$ cat src/rtl/traffic_pkg.sv
`default_nettype none
// ============================================================================
//  Module      : traffic_pkg
//  Description : Shared types and constants for the traffic light controller:
//                the six-state phase enum, lamp encodings, the pedestrian
//                shortening value and small helper functions.
//  Revision    : 1.0 - initial release
// ============================================================================
package traffic_pkg;

    typedef enum logic [2:0] {
        ALL_RED_A = 3'd0,
        NS_GREEN  = 3'd1,
        NS_YELLOW = 3'd2,
        ALL_RED_B = 3'd3,
        EW_GREEN  = 3'd4,
        EW_YELLOW = 3'd5
    } state_t;

    // Lamp vectors are {red, yellow, green}
    localparam logic [2:0] LAMP_RED = 3'b100;
    localparam logic [2:0] LAMP_YEL = 3'b010;
    localparam logic [2:0] LAMP_GRN = 3'b001;

    // Remaining NS green seconds once a pedestrian request is pending
    localparam logic [3:0] PED_SHORT_T = 4'd3;

    // Largest value a single BCD digit can show
    localparam logic [3:0] BCD_MAX = 4'd9;

    // Fixed phase rotation; any unused encoding recovers to ALL_RED_A
    function automatic state_t next_state(input state_t s);
        case (s)
            ALL_RED_A: next_state = NS_GREEN;
            NS_GREEN:  next_state = NS_YELLOW;
            NS_YELLOW: next_state = ALL_RED_B;
            ALL_RED_B: next_state = EW_GREEN;
            EW_GREEN:  next_state = EW_YELLOW;
            EW_YELLOW: next_state = ALL_RED_A;
            default:   next_state = ALL_RED_A;
        endcase
    endfunction

    // Keeps an out-of-range start value from ever producing a non-BCD digit
    function automatic logic [3:0] clamp_bcd(input int unsigned v);
        clamp_bcd = (v > 32'd9) ? BCD_MAX : 4'(v);
    endfunction

endpackage
`default_nettype wire

$ cat src/rtl/tick_gen.sv
`default_nettype none
// ============================================================================
//  Module      : tick_gen
//  Description : Free-running prescaler producing a one-clock tick every
//                TICK_DIV clocks. The tick is registered and asserted during
//                the cycle in which the counter holds TICK_DIV-1, so the first
//                tick is consumed on the TICK_DIV-th edge after reset release.
//  Ports       : clk   - system clock (rising edge)
//                reset - synchronous active-high reset
//                tick  - one-clock pulse per TICK_DIV clocks
//  Revision    : 1.0 - initial release
// ============================================================================
module tick_gen #(
    parameter int unsigned TICK_DIV = 100000000   // minimum 2
) (
    input  logic clk,
    input  logic reset,
    output logic tick
);

    localparam int unsigned          c_cnt_w   = $clog2(TICK_DIV);
    localparam logic [c_cnt_w-1:0]   c_cnt_max = c_cnt_w'(TICK_DIV - 1);
    // Tick is registered, so it is armed one count before the wrap
    localparam logic [c_cnt_w-1:0]   c_cnt_pre = c_cnt_w'(TICK_DIV - 2);
    localparam logic [c_cnt_w-1:0]   c_cnt_one = c_cnt_w'(1);

    logic [c_cnt_w-1:0] r_cnt;
    logic               r_tick;

    always_ff @(posedge clk) begin
        if (reset) begin
            r_cnt  <= '0;
            r_tick <= 1'b0;
        end else begin
            r_tick <= (r_cnt == c_cnt_pre);
            r_cnt  <= (r_cnt == c_cnt_max) ? '0 : (r_cnt + c_cnt_one);
        end
    end

    assign tick = r_tick;

endmodule
`default_nettype wire

$ cat src/rtl/traffic_light_ctrl.sv
`default_nettype none
// ============================================================================
//  Module      : traffic_light_ctrl
//  Description : Two-way intersection controller. Cycles ALL_RED_A, NS_GREEN,
//                NS_YELLOW, ALL_RED_B, EW_GREEN, EW_YELLOW with a BCD seconds
//                countdown; a latched pedestrian request shortens the NS green
//                phase to PED_SHORT_T remaining seconds.
//  Ports       : clk       - system clock (rising edge)
//                reset     - synchronous active-high reset
//                ped_req   - pedestrian request, single-cycle pulse suffices
//                ns_lights - north-south lamps {red, yellow, green}, registered
//                ew_lights - east-west lamps {red, yellow, green}, registered
//                count_bcd - remaining seconds, BCD digit 0..9, registered
//                ped_wait  - high while a pedestrian request is latched
//  Revision    : 1.0 - initial release
// ============================================================================
module traffic_light_ctrl
    import traffic_pkg::*;
#(
    parameter int unsigned TICK_DIV = 100000000,
    parameter int unsigned GREEN_T  = 9,
    parameter int unsigned YELLOW_T = 3,
    parameter int unsigned RED_T    = 1
) (
    input  logic       clk,
    input  logic       reset,
    input  logic       ped_req,
    output logic [2:0] ns_lights,
    output logic [2:0] ew_lights,
    output logic [3:0] count_bcd,
    output logic       ped_wait
);

    localparam logic [3:0] c_green_start  = clamp_bcd(GREEN_T);
    localparam logic [3:0] c_yellow_start = clamp_bcd(YELLOW_T);
    localparam logic [3:0] c_red_start    = clamp_bcd(RED_T);

    function automatic logic [3:0] start_of(input state_t s);
        case (s)
            NS_GREEN, EW_GREEN:   start_of = c_green_start;
            NS_YELLOW, EW_YELLOW: start_of = c_yellow_start;
            default:              start_of = c_red_start;
        endcase
    endfunction

    logic       w_tick;

    state_t     r_state;
    logic [3:0] r_count;
    logic       r_ped;
    logic [2:0] r_ns;
    logic [2:0] r_ew;

    state_t     w_state_nxt;
    logic [3:0] w_count_nxt;
    logic       w_ped_nxt;
    logic       w_enter_yel;
    logic [2:0] w_ns_nxt;
    logic [2:0] w_ew_nxt;

    tick_gen #(
        .TICK_DIV (TICK_DIV)
    ) u_tick_gen (
        .clk   (clk),
        .reset (reset),
        .tick  (w_tick)
    );

    // State register: phase, countdown, pedestrian latch and lamp registers
    always_ff @(posedge clk) begin
        if (reset) begin
            r_state <= ALL_RED_A;
            r_count <= c_red_start;
            r_ped   <= 1'b0;
            r_ns    <= LAMP_RED;
            r_ew    <= LAMP_RED;
        end else begin
            r_state <= w_state_nxt;
            r_count <= w_count_nxt;
            r_ped   <= w_ped_nxt;
            r_ns    <= w_ns_nxt;
            r_ew    <= w_ew_nxt;
        end
    end

    // Next-state and countdown logic; everything only moves on a tick
    always_comb begin
        w_state_nxt = r_state;
        w_count_nxt = r_count;
        if (w_tick) begin
            if (r_count == 4'd0) begin
                w_state_nxt = next_state(r_state);
                w_count_nxt = start_of(w_state_nxt);
            end else if ((r_state == NS_GREEN) && r_ped && (r_count > PED_SHORT_T)) begin
                w_count_nxt = PED_SHORT_T;
            end else begin
                w_count_nxt = r_count - 4'd1;
            end
        end

        // Leaving NS green serves the request; a request arriving on that
        // same edge is deliberately dropped
        w_enter_yel = w_tick && (r_state == NS_GREEN) && (r_count == 4'd0);
        w_ped_nxt   = w_enter_yel ? 1'b0 : (r_ped | ped_req);
    end

    // Lamp decode from the upcoming state so lamps change on the same edge
    // as the state and are themselves registered
    always_comb begin
        w_ns_nxt = LAMP_RED;
        w_ew_nxt = LAMP_RED;
        case (w_state_nxt)
            NS_GREEN:  w_ns_nxt = LAMP_GRN;
            NS_YELLOW: w_ns_nxt = LAMP_YEL;
            EW_GREEN:  w_ew_nxt = LAMP_GRN;
            EW_YELLOW: w_ew_nxt = LAMP_YEL;
            default: begin
                w_ns_nxt = LAMP_RED;
                w_ew_nxt = LAMP_RED;
            end
        endcase
    end

    assign ns_lights = r_ns;
    assign ew_lights = r_ew;
    assign count_bcd = r_count;
    assign ped_wait  = r_ped;

endmodule
`default_nettype wire

$ cat config.mk
export PLATFORM = sky130hd
export DESIGN_NAME = traffic_light_ctrl
export DESIGN_NICKNAME = d
export VERILOG_FILES = /design/src/rtl/traffic_pkg.sv /design/src/rtl/tick_gen.sv /design/src/rtl/traffic_light_ctrl.sv
export SDC_FILE = /design/constraint.sdc
export NUM_CORES = 1
export LEC_CHECK = 0
export ABC_AREA = 1
export ABC_CLOCK_PERIOD_IN_PS = 3600
export CORE_ASPECT_RATIO = 1.5
export CORE_MARGIN = 5
export CORE_UTILIZATION = 30
export CTS_CLUSTER_SIZE = 28
export DETAILED_ROUTE_END_ITERATION = 8
export GPL_TIMING_DRIVEN = 0
export PLACE_DENSITY_LB_ADDON = 0.2
export SYNTH_ARGS = -nofsm -noshare
export SYNTH_HDL_FRONTEND = slang
export SYNTH_SLANG_ARGS = --single-unit
$ cat constraint.sdc
create_clock -name clk -period 3.6 [get_ports clk]
set_input_delay 0.72 -clock clk [delete_from_list [all_inputs] [get_ports clk]]
set_output_delay 0.72 -clock clk [all_outputs]
set_load 0.05 [all_outputs]
==> flow_summary.toml <==
[critical_path]
cp-startpoint = "count_bcd[3]"
crit_required_ns = 2.88
reg2reg_depth = 9
slowest_delay_ns = 0.84
worst-path-stages = 1
reg2reg_slack_ns = 1.82
r2r_end = "u_tick_gen.r_cnt[10]"
rr_startpoint = "u_tick_gen.r_cnt[0]"
critPathKind = "reg2out"
path_cells = "clkdlybuf4s50_1"
cp_max_fo = 6
worstPathArrival_ns = 1.57
start_kind = "register"
crit_end = "count_bcd[3]"
crit_buf_inv = 1
cpMaxStageDelayCell = "clkdlybuf4s50_1"
cp_top_family = "buffers and inverters"
cp-end-kind = "output pin"

[die]
die_area_mm2 = 0.00905
die_y_um = 114
die_w_um = 79.4
core_area_mm2 = 0.00713
std_cell_rows = 38
ios = 14
initial_core_util_pct = 30.4

[sta]
final.setup.tns_ns = 0
slew_viol_final = 0
tightestPinTransition_ns = 0.494
fmax_mhz = 437
hold_viol_final = 0
fin_crit_ns = 2.29
slew_headroom_pct = 67.0
rsz0062_at_grt = "false"
finalClockSkew_ns = 0.00635
period_share_pct = 63.5
finalSetupViolations = 0

[placement]
io_buffer_count = 13
place_congestion = 0.897
dpl.hpwl_um = 4110
place_inst = 427

[clock_network]
clock_sinks = 42
cts-htree-levels = 2
post-cts-setup-buffers = 0
hold_buffers = 0
clockRootBuffer = "clkbuf_8"
cts_tree = "built"
clock_latency_ns = 0.29
cts.path.max_buffers = 2
ctsResizeCount = 0
cts_buffers = 5
clkTransAtPathRegs_ns = 0.08

[route]
drt-wirelength-per-cell_um = 12.0
vias_per_cell = 4.70
drtIter0Drc = 64
dr.pass1.iters = 5
wl_um = 5210
via_count = 2038
ant_nets = 0
drc = 0

[power]
p_seq_share_pct = 53.5
peakVddDrop_mv = 0.137
comb_power_share_pct = 3.0
leakage_nw = 0.888
p_clk_share_pct = 43.5
p_int_mw = 0.700
p_sw_mw = 0.183
power.share.switching_pct = 20.7
powerDensity_mw_per_mm2 = 352

[layout]
nets = 360
syn_to_final_growth_pct = 15.8
layout-drive-gt1-share_pct = 6.50
stdcell_count = 434
most-common-layout-cells = "97 x nand2_1, 67 x nor2_1, 42 x dfxtp_1"
antenna_cells = 0
final_common_cell = "nand2_1"

[global_route]
grt_max_degree = 13
overflow = 0
grt_util_all_layers_pct = 12.7
grt_pass1_vias = 2001
grt_pass1_wl_um = 8980
antenna_found_initial = 0

[yosys]
yosysWarnings = 0
syn-num-nets = 340
synth_cells = 334
synth_seq_cells = 42
mappedNetlistArea_mm2 = 0.00217
yosysUniqueCellTypes = 23
avgSynthCellArea_um2 = 6.48
seq_area_frac_synth_pct = 38.8

[worst_hold_path]
hp-class = "reg2reg"

[flow_run]
cap_violations = 0

[outcome]
status = "completed"
==> final cells by class <==
type                    instances  area (um2)
clock inverters                 1        30.0
repair buffers                 13         130
multi-input cells             249        1150
plain buffers                   2        22.5
fillers                       815        4620
inverters                      41         154
flip-flops and latches         42         841
well taps                      80         100
clock buffers                   6        82.6
==> sequential cells by signal, indices dropped and copies added (netlist names) <==
name / cells
u_tick_gen.tick: 1
ns_lights: 3
count_bcd: 4
r_state: 3
ew_lights: 3
u_tick_gen.r_cnt: 27
ped_wait: 1
==> power groups by stage <==
stage	combinational, mW	clock [mW]	sequential, mW
2_1_floorplan	0.0150	0	0.485
3_3_place_gp	0.0271	0	0.483
3_5_place_dp	0.0271	0	0.483
4_1_cts	0.0271	0.400	0.472
5_1_grt	0.0294	0.421	0.473
6_report	0.0265	0.384	0.472
==> synthesized netlist by cell type, drive strengths merged <==
cell    number  area share (%)
ha           3             1.7
dfxtp       42              39
o21ai        5             1.2
buf          2             1.0
inv         40             6.9
o221a        1            0.52
xnor2        6             2.4
nor2        72              13
clkinv       1            0.17
nand2      101              18
nand4        4             1.2
a211oi       1            0.35
xor2         5             2.0
a21oi       20             5.0
nand3       28             6.5
nor3         2            0.46
or2          1            0.29
==> how the worst min path moves through the flow <==
stage	startpoint	endpoint	slack [ns]	cells past startpoint
finish	u_tick_gen.r_cnt[25]	u_tick_gen.r_cnt[25]	0.49	2
floorplan	u_tick_gen.r_cnt[25]	u_tick_gen.r_cnt[25]	0.45	2
global placement	u_tick_gen.r_cnt[25]	u_tick_gen.r_cnt[25]	0.47	2
CTS	u_tick_gen.r_cnt[25]	u_tick_gen.r_cnt[25]	0.49	2
global route	u_tick_gen.r_cnt[17]	u_tick_gen.r_cnt[17]	0.52	2
detailed placement	u_tick_gen.r_cnt[25]	u_tick_gen.r_cnt[25]	0.48	2
==> per-stage QoR <==
step,power [mW],setup slack (ns),cell area (um2),utilization [%],hold WS (ns)
6_report,0.883,1.31,2510,35.2,0.492
2_1_floorplan,0.500,1.80,2170,-,0.450
3_3_place_gp,0.510,1.34,2400,33.6,0.471
4_1_cts,0.899,1.29,2510,35.2,0.493
3_5_place_dp,0.510,1.35,2400,33.6,0.482
5_1_grt,0.923,1.25,2510,35.2,0.525
==> logic make-up after synthesis <==
kind of cell / synth area share [%]
fa+ha+maj: 1.73
xor+xnor: 4.45
buf+inv: 8.15
compound gates: 6.99
flops: 38.8
simple gates: 39.9
==> layer usage <==
layer | wire (um) | part of all wire [%] | track usage (%) | up-vias
met1 | 2130 | 41 | 13.0 | 923
met3 | 135 | 2.6 | 2.52 | 10
met4 | 146 | 2.8 | 6.08 | 0
met2 | 2800 | 54 | 24.1 | 28
li1 | - | - | - | 1077
met5 | 0 | 0 | 0 | -
No activity file was read; power rests on OpenSTA's default activity.
